[src/rtl/mac_dot_sequencer.sv]
// -----------------------------------------------------------------------------
// mac_dot_sequencer
//
// Front-end sequencer for one fixed-point MAC. Holds a small buffer of operand
// pairs and streams them into the MAC's input handshake. It then drains the
// MAC's per-beat accumulator outputs and returns the last one as the dot
// product. Every run starts with a one-cycle clear that the top level ORs into
// the MAC reset, so the accumulator always starts at zero.
//
// Ports
//   clk_i, reset_i             clock, asynchronous active-high reset
//   wr_valid_i/wr_ready_o      operand write handshake (addr, a, b)
//   wr_addr_i, wr_a_i, wr_b_i  buffer index and signed fixed-point operands
//   start_i, len_i             start a run of len_i beats (clamped to depth_p)
//   busy_o                     run in progress (CLEAR, RUN or DRAIN)
//   done_o, result_o           one-cycle completion pulse, held final result
//   mac_clear_o                one-cycle accumulator clear towards the MAC
//   mac_valid_o/mac_ready_i    operand stream into the MAC (mac_a_o, mac_b_o)
//   mac_valid_i/mac_ready_o    accumulator beats back from the MAC (mac_data_i)
//
// Assumes depth_p >= 2. The sequencer does no arithmetic on the data. The
// result is the MAC's last accumulator beat, passed through unchanged.
// -----------------------------------------------------------------------------
module mac_dot_sequencer #(
  parameter int int_in_p   = 1,
  parameter int frac_in_p  = 11,
  parameter int int_out_p  = 10,
  parameter int frac_out_p = 22,
  parameter int depth_p    = 16,
  localparam int w_lp      = int_in_p + frac_in_p,
  localparam int r_lp      = int_out_p + frac_out_p,
  localparam int len_w_lp  = $clog2(depth_p + 1),
  localparam int aw_lp     = $clog2(depth_p)
) (
  input  logic                clk_i,
  input  logic                reset_i,
  // operand buffer write port
  input  logic                wr_valid_i,
  output logic                wr_ready_o,
  input  logic [aw_lp-1:0]    wr_addr_i,
  input  logic [w_lp-1:0]     wr_a_i,
  input  logic [w_lp-1:0]     wr_b_i,
  // run control
  input  logic                start_i,
  input  logic [len_w_lp-1:0] len_i,
  output logic                busy_o,
  output logic                done_o,
  output logic [r_lp-1:0]     result_o,
  // MAC side
  output logic                mac_clear_o,
  output logic                mac_valid_o,
  input  logic                mac_ready_i,
  output logic [w_lp-1:0]     mac_a_o,
  output logic [w_lp-1:0]     mac_b_o,
  input  logic                mac_valid_i,
  output logic                mac_ready_o,
  input  logic [r_lp-1:0]     mac_data_i
);

  localparam logic [2:0] idle_s  = 3'd0;
  localparam logic [2:0] clear_s = 3'd1;
  localparam logic [2:0] run_s   = 3'd2;
  localparam logic [2:0] drain_s = 3'd3;
  localparam logic [2:0] done_s  = 3'd4;

  localparam logic [len_w_lp-1:0] one_lp       = len_w_lp'(1);
  localparam logic [len_w_lp-1:0] depth_len_lp = len_w_lp'(depth_p);

  logic [2:0]          state_q,    state_d;
  logic [len_w_lp-1:0] len_q,      len_d;
  logic [len_w_lp-1:0] issued_q,   issued_d;
  logic [len_w_lp-1:0] received_q, received_d;
  logic [r_lp-1:0]     result_q,   result_d;
  logic                done_q,     done_d;

  logic [w_lp-1:0] buf_a_q [depth_p];
  logic [w_lp-1:0] buf_b_q [depth_p];

  logic             wr_fire;
  logic             issue_fire;
  logic             beat_fire;
  logic [aw_lp-1:0] issue_idx;

  // ---------------------------------------------------------------------------
  // Status / handshake outputs decoded from the state register
  // ---------------------------------------------------------------------------
  assign wr_ready_o  = (state_q == idle_s) || (state_q == done_s);
  assign busy_o      = (state_q == clear_s) || (state_q == run_s) || (state_q == drain_s);
  assign mac_clear_o = (state_q == clear_s);
  assign mac_ready_o = (state_q == run_s) || (state_q == drain_s);
  assign mac_valid_o = (state_q == run_s) && (issued_q < len_q);
  assign done_o      = done_q;
  assign result_o    = result_q;

  // issued_q < len_q <= depth_p whenever the index is used, so the low bits
  // are always a legal buffer address.
  assign issue_idx = issued_q[aw_lp-1:0];

  // Operands are forced to zero when no pair is offered. This keeps the bus
  // quiet after reset, even though the buffer itself is not cleared.
  assign mac_a_o = mac_valid_o ? buf_a_q[issue_idx] : '0;
  assign mac_b_o = mac_valid_o ? buf_b_q[issue_idx] : '0;

  assign wr_fire    = wr_valid_i && wr_ready_o && (int'(wr_addr_i) < depth_p);
  assign issue_fire = mac_valid_o && mac_ready_i;
  assign beat_fire  = mac_valid_i && mac_ready_o;

  // ---------------------------------------------------------------------------
  // Operand buffer
  // ---------------------------------------------------------------------------
  // NOTE: storage arrays get no reset. Each entry is written before it is read,
  // and leaving out the reset lets the arrays map onto plain RAM.
  always_ff @(posedge clk_i) begin
    if (wr_fire) begin
      buf_a_q[wr_addr_i] <= wr_a_i;
      buf_b_q[wr_addr_i] <= wr_b_i;
    end
  end

  // ---------------------------------------------------------------------------
  // Next-state logic
  // ---------------------------------------------------------------------------
  // NOTE: every signal assigned here gets a default first, so no path leaves
  // one unassigned and no latch is inferred.
  always_comb begin
    state_d    = state_q;
    len_d      = len_q;
    issued_d   = issued_q;
    received_d = received_q;
    result_d   = result_q;
    done_d     = 1'b0;

    case (state_q)
      idle_s, done_s: begin
        if (start_i) begin
          state_d    = clear_s;
          len_d      = (int'(len_i) > depth_p) ? depth_len_lp : len_i;
          issued_d   = '0;
          received_d = '0;
        end
      end

      clear_s: begin
        if (len_q == '0) begin
          // An empty vector completes with a zero result and never offers a pair.
          state_d  = done_s;
          result_d = '0;
          done_d   = 1'b1;
        end else begin
          state_d = run_s;
        end
      end

      run_s, drain_s: begin
        if (issue_fire) begin
          issued_d = issued_q + one_lp;
        end
        if (beat_fire) begin
          received_d = received_q + one_lp;
        end
        // Completing the last beat wins over the RUN->DRAIN step. This covers
        // the case where the final issue and the final beat share a cycle.
        if (beat_fire && (received_d == len_q)) begin
          state_d  = done_s;
          result_d = mac_data_i;
          done_d   = 1'b1;
        end else if ((state_q == run_s) && (issued_d == len_q)) begin
          state_d = drain_s;
        end
      end

      default: state_d = idle_s;
    endcase
  end

  // ---------------------------------------------------------------------------
  // State registers
  // ---------------------------------------------------------------------------
  // NOTE: sequential state uses non-blocking assignments. All flops then
  // update together at the edge, whatever order the processes run in.
  always_ff @(posedge clk_i or posedge reset_i) begin
    if (reset_i) begin
      state_q    <= idle_s;
      len_q      <= '0;
      issued_q   <= '0;
      received_q <= '0;
      result_q   <= '0;
      done_q     <= 1'b0;
    end else begin
      state_q    <= state_d;
      len_q      <= len_d;
      issued_q   <= issued_d;
      received_q <= received_d;
      result_q   <= result_d;
      done_q     <= done_d;
    end
  end

endmodule
[config.mk]
export PLATFORM = sky130hd
export DESIGN_NAME = mac_dot_sequencer
export DESIGN_NICKNAME = d
export VERILOG_FILES = /design/src/rtl/mac_dot_sequencer.sv
export SDC_FILE = /design/constraint.sdc
export NUM_CORES = 1
export LEC_CHECK = 0
export ABC_AREA = 1
export CAP_MARGIN = 20
export CELL_PAD_IN_SITES_DETAIL_PLACEMENT = 0
export CELL_PAD_IN_SITES_GLOBAL_PLACEMENT = 1
export CORE_ASPECT_RATIO = 0.9
export CORE_MARGIN = 1.5
export CORE_UTILIZATION = 52
export CTS_CLUSTER_DIAMETER = 30
export CTS_CLUSTER_SIZE = 10
export DETAILED_ROUTE_END_ITERATION = 6
export PLACE_DENSITY_LB_ADDON = 0.1
export SYNTH_ARGS = -nofsm -noshare
export SYNTH_HDL_FRONTEND = slang
export SYNTH_SLANG_ARGS = --single-unit
[constraint.sdc]
create_clock -name clk_i -period 7.61 [get_ports clk_i]
set_input_delay 2.283 -clock clk_i [delete_from_list [all_inputs] [get_ports clk_i]]
set_output_delay 2.283 -clock clk_i [all_outputs]
set_load 0.005 [all_outputs]
### After elaboration in Yosys (flattened, before gate mapping)

Memories as Yosys holds them, arrays and structs flattened.
Cells that the tools add are included.

| storage, ports and cells | value |
|---|---|
| flip-flop bits (word level) | 51 |
| bits in writable memories | 384 |
| input port bits | 71 |
| output and inout port bits | 62 |
| memories kept | 2 |

| cells by class | value |
|---|---|
| add/sub/neg operators | 2 |
| $lt $le $gt $ge | 2 |
| equality and inequality tests | 10 |
| muxes and demuxes | 23 |
| reductions and logical operators | 20 |

Memory list:

| memory | words | width | rd ports | clocked after memory_dff | write ports | RTL line | source |
|---|---|---|---|---|---|---|---|
| buf_a_q | 16 | 12 | 1 | 0 | 1 | 76 | `logic [w_lp-1:0] buf_a_q [depth_p];` |
| buf_b_q | 16 | 12 | 1 | 0 | 1 | 77 | `logic [w_lp-1:0] buf_b_q [depth_p];` |

Operators with widths:

| operator | number |
|---|---|
| $mux 32 | 2 |
| $pmux 32 s2 | 1 |
| $mux 5 | 6 |
| $mux 12 | 2 |
| $pmux 5 s2 | 2 |
| $mux 3 | 4 |
| $add 5x1->5 const B | 2 |
| $eq 5x5->1 | 2 |
| $pmux 3 s3 | 1 |
| $eq 3x2->1 const B | 2 |
| $logic_and 1x1->1 | 6 |
| $reduce_and 2->1 | 3 |
| $gt 5x5->1 const B | 1 |
| $logic_not 5->1 | 1 |
| $lt 5x5->1 | 1 |
| $logic_or 1x1->1 | 4 |
| $mux 1 | 4 |
| $ne 2x2->1 const B | 2 |
| $reduce_bool 2->1 | 2 |
| $reduce_or 2->1 | 2 |
| $eq 3x1->1 const B | 1 |
| $eq 3x3->1 const B | 1 |
| $logic_not 3->1 | 1 |
| $ne 3x3->1 const B | 1 |
| 3 further kinds | 3 |

### Depth between registers and ports, before layout

| depth | value |
|---|---|
| depth after elaboration | 10 |
| gate-level depth with buffers | 18 |
| gate-level depth less buffers | 18 |

### Worst setup path before layout

OpenSTA, ideal clock, no wires.

| path | value |
|---|---|
| kind | input-to-reg |
| start point | in wr_valid_i |
| end point | mem buf_a_q[10][0] (netlist bit) (enable) |
| arrival time | 3.684 ns |
| required time | 7.205 ns |
| path slack | 3.521 ns |
| cell stages on the path | 4 |
| path buffers | 0 |
| cells stage by stage | inv_1 nor2_1 nand3_1 nor2_1 |

| between the ends | value |
|---|---|
| cells in the longest elaborated chain, start to end | 3 |

Ends and longest elaborated chain:

| what | RTL line | source |
|---|---|---|
| start: declaration | 38 | `input logic wr_valid_i,` |
| $logic_and 1x1->1 | 104 | `assign wr_fire = wr_valid_i && wr_ready_o && (int'(wr_addr_i) < depth_p);` |
| $mux 1 | 114 | `if (wr_fire) begin` |
| $mux 1 (not written as such) | 115 | `buf_a_q[wr_addr_i] <= wr_a_i;` |
| end: declaration | 76 |  |

Every way passes these cells.

### Final worst setup path

| path | value |
|---|---|
| start point | reg issued_q[1] |
| end point | out mac_b_o[8] |

| between the ends | value |
|---|---|
| cells in the longest elaborated chain, start to end | 3 |
| elaborated cells between the ends (all ways) | 4 |

Ends and longest elaborated chain:

| what | RTL line | source |
|---|---|---|
| start: declaration | 71 | `logic [len_w_lp-1:0] issued_q, issued_d;` |
| start signal: assignment | 192 | `issued_q <= issued_d;` |
| $lt 5x5->1 | 91 | `assign mac_valid_o = (state_q == run_s) && (issued_q < len_q);` |
| $logic_and 1x1->1 | 91 |  |
| $mux 12 (*) | 102 | `assign mac_b_o = mac_valid_o ? buf_b_q[issue_idx] : '0;` |
| end: declaration | 54 | `output logic [w_lp-1:0] mac_b_o,` |

Mark *: on every way between the ends. The rest lies on a longest branch, timed or not.

==> metrics.log <==
INFO  metric status = completed
INFO  metric synth_cell_types = 35
INFO  metric grt_pass1_wl = 67800 um
INFO  metric arrival_time_at_the_worst_endpoint = 4.21 ns
INFO  metric vdd_drop_max = 0.313 mV
INFO  metric cts-buffers-inserted = 86
INFO  metric synth-edff-count = 384
INFO  metric post_synth_arst_share = 0.117
INFO  metric maximum_number_of_pins_on_one_net_before_global_route_repair = 196
INFO  metric die_h = 177 um
INFO  metric cpMaxStageDelayCell = dfrtp_2
INFO  metric clock_path_buffers = 3
INFO  metric cpPeakStageDelay = 0.87 ns
INFO  metric cp_cell_sequence = ha_1, nand2_1, inv_1, nand2_1, nand2_1, nand2_1, nand2_1, buf_4, a211oi_1, clkdlybuf4s50_1
INFO  metric crit_family = buffers and inverters
INFO  metric drc = 0
INFO  metric fp.dieArea = 34800 sq um
INFO  metric cts_resized = 0
INFO  metric fraction_of_final_layout_cells_with_drive_strength_greater_than_1 = 0.126
INFO  metric detail_route.wirelength = 44500 um
INFO  metric number_of_antenna_violations_at_the_first_check_in_global_routing = 0
INFO  metric pin_count = 133
INFO  metric clkSlewWorstSetupHoldPaths = 0.04 ns
INFO  metric routabilityCongestion = 0.818
INFO  metric setup.worst_path.class = reg2out
INFO  metric finalHoldViolCount = 0
INFO  metric grt_pass1_vias = 11500
INFO  metric critical_path_peak_fanout = 33
INFO  metric postCtsSetupBuffers = 0
INFO  metric timing.critical_path.buf_inv = 3
INFO  metric finish.instance_area = 22300 sq um
INFO  metric floorplan_die_width = 197 um
INFO  metric clock-sinks = 435
INFO  metric n_antenna_cell = 0
INFO  metric netlist_instances = 1348
INFO  metric max_cap_viol_count = 0
INFO  metric synth-seq-cells = 435
INFO  metric nFillCells = 2347
INFO  metric synth-main-ff-cell = edfxtp_1
INFO  metric nets = 1574
INFO  metric powerDensity = 409 nW/um^2
INFO  metric slew-limit-headroom = 0.261
INFO  metric cts_tree = built
INFO  metric leakage_dissipation = 8.04 nW
INFO  metric fin_tns_setup = 0 ns
INFO  metric yosysSeqAreaShare = 0.730
INFO  metric critical_path.startpoint_type = flip-flop
INFO  metric drt_pass1_iterations = 5
INFO  metric instances_no_fill = 1988
INFO  metric placement.setup.worst_slack = 1.78 ns
INFO  metric finalHoldWorstSlack = 0.495 ns
INFO  metric groute.usage.overall = 0.260
INFO  metric layout_commonest_cell = edfxtp_1
INFO  metric clk-insertion-delay-late = 0.60 ns
INFO  metric fin_worst_skew = 0.0225 ns
INFO  metric vias = 11700
INFO  metric route.detailed.vias_per_inst = 5.86
INFO  metric synth_fp_nets = 1425
INFO  metric period_minus_slack = 6.49 ns
INFO  metric final-max-slew-violation-count = 0
INFO  metric dp_cells = 1826
INFO  metric clock.fmax = 154 MHz
INFO  metric buffer_ports.inserted = 132
INFO  metric cts-root-buf = clkbuf_16
INFO  metric synth-warning-count = 0
INFO  metric setup_viol = 0
INFO  metric placed_area = 19300 sq um
INFO  metric crit_path_end_kind = primary output
INFO  metric fp.coreArea = 33100 sq um
INFO  metric syn_avg_cell_area = 13.0 sq um
INFO  metric most-common-layout-cells = edfxtp_1, nand2_1, a21oi_1, clkdlybuf4s50_1, clkbuf_16
INFO  metric synth.area.top_cells = edfxtp_1, dfrtp_1, nand2_1
INFO  metric grt_remaining_overflow = 0
INFO  metric tightest_slew = 1.11 ns
INFO  metric worst-endpoint-required = 5.33 ns
INFO  metric timing.hold.worst.class = reg2reg
INFO  metric place.detailed.hpwl = 22800 um
INFO  metric postRouteAntennaNets = 0
INFO  metric cts.htree.levels = 3
INFO  metric synthesis.area = 17500 sq um
INFO  metric drt-initial-drc-count = 1085
INFO  metric rsz0062_at_grt = no
INFO  metric timing.final.ws_setup = 1.12 ns
INFO  metric post_cts_hold_buffer_count = 0
INFO  metric synth_top_cell_by_area = edfxtp_1
INFO  metric initial_core_util = 0.530
INFO  metric critical_path.most_common_cell = nand2_1
INFO  metric syn2layout_area_growth = 27.3%
INFO  metric fp-row-count = 63
INFO  metric post-synth-top-area-fraction = 0.658
INFO  metric avgRoutedWirePerCell = 22.4 um
INFO  metric timing.final.crit_share = 0.853
cells by family (layout without fill, tap and decap cells):
| kind of cell | count (synthesis) | in the layout | share of synthesized area |
|---|---|---|---|
| flip-flops | 435 | 435 | 0.730 |
| AND/OR/NAND/NOR | 408 | 408 | 0.0969 |
| AO/OA/AOI/OAI | 365 | 365 | 0.135 |
| buffers and inverters | 127 | 345 | 0.0296 |
| XOR/XNOR | 7 | 7 | 0.00350 |
| adder cells (fa/ha/maj) | 6 | 6 | 0.00428 |
flip-flops by register name, indices dropped and copies added (netlist names):
name        count
issued_q        5
state_q         3
buf_b_q       192
received_q      5
result_o       32
buf_a_q       192
len_q           5
done_o          1
where the power goes:
part | switching, W | leakage [nW] | internal, W | total, W
logic | 0.00146 | 2.52 | 0.000990 | 0.00245
clock network | 0.00126 | 1.40 | 0.00250 | 0.00376
registers | 0.000170 | 4.11 | 0.00276 | 0.00293
cell type report:
class	count	area, sq um	share of cell area
Tap cell	422	528	0.0237
Timing Repair Buffer	151	1560	0.0701
Clock buffer	96	2230	0.100
Multi-Input combinational cell	786	4330	0.194
Sequential cell	435	12800	0.574
Clock inverter	61	704	0.0316
Inverter	37	150	0.00673
Yosys cell counts (8+ instances only):
cell type	count
nor3_1	16
buf_1	13
a22oi_1	34
nand2_1	313
o21ai_0	25
a32o_1	24
inv_1	29
a221oi_1	38
clkbuf_1	61
dfrtp_1	51
o21ai_1	8
nand4_1	10
buf_2	13
a22o_1	32
nor2_1	27
edfxtp_1	384
a211oi_1	24
a21oi_1	171
nand3_1	33
path summary, 6_finish.rpt:
check                            start      endpoint  slack (ns)  cells after the start
max                        issued_q[1]    mac_b_o[8]        1.12                     10
min                        result_o[1]   result_o[1]        0.49                      1
max reg2reg                issued_q[0]    state_q[0]        4.77                     12
min reg2reg                result_o[1]   result_o[1]        0.49                      1
max in group asynchronous      reset_i   issued_q[0]        4.86                      3
min in group asynchronous      reset_i  result_o[27]        2.21                      3
metal layers:
layer | up-vias | wire length, um | track usage
li1 | 5375 | - | -
met1 | 5818 | 19000 | 0.348
met2 | 384 | 22000 | 0.428
met3 | 80 | 2620 | 0.0494
met4 | 0 | 925 | 0.0923
met5 | - | 0 | 0
through the flow:
step | utilization | power [W]
after CTS | 0.671 | 0.00917
after global placement | 0.581 | 0.00538
final | 0.674 | 0.00913
after detailed placement | 0.582 | 0.00539
after global routing | 0.674 | 0.00953
after floorplan | - | 0.00442
(Power assumes the default switching activity.)
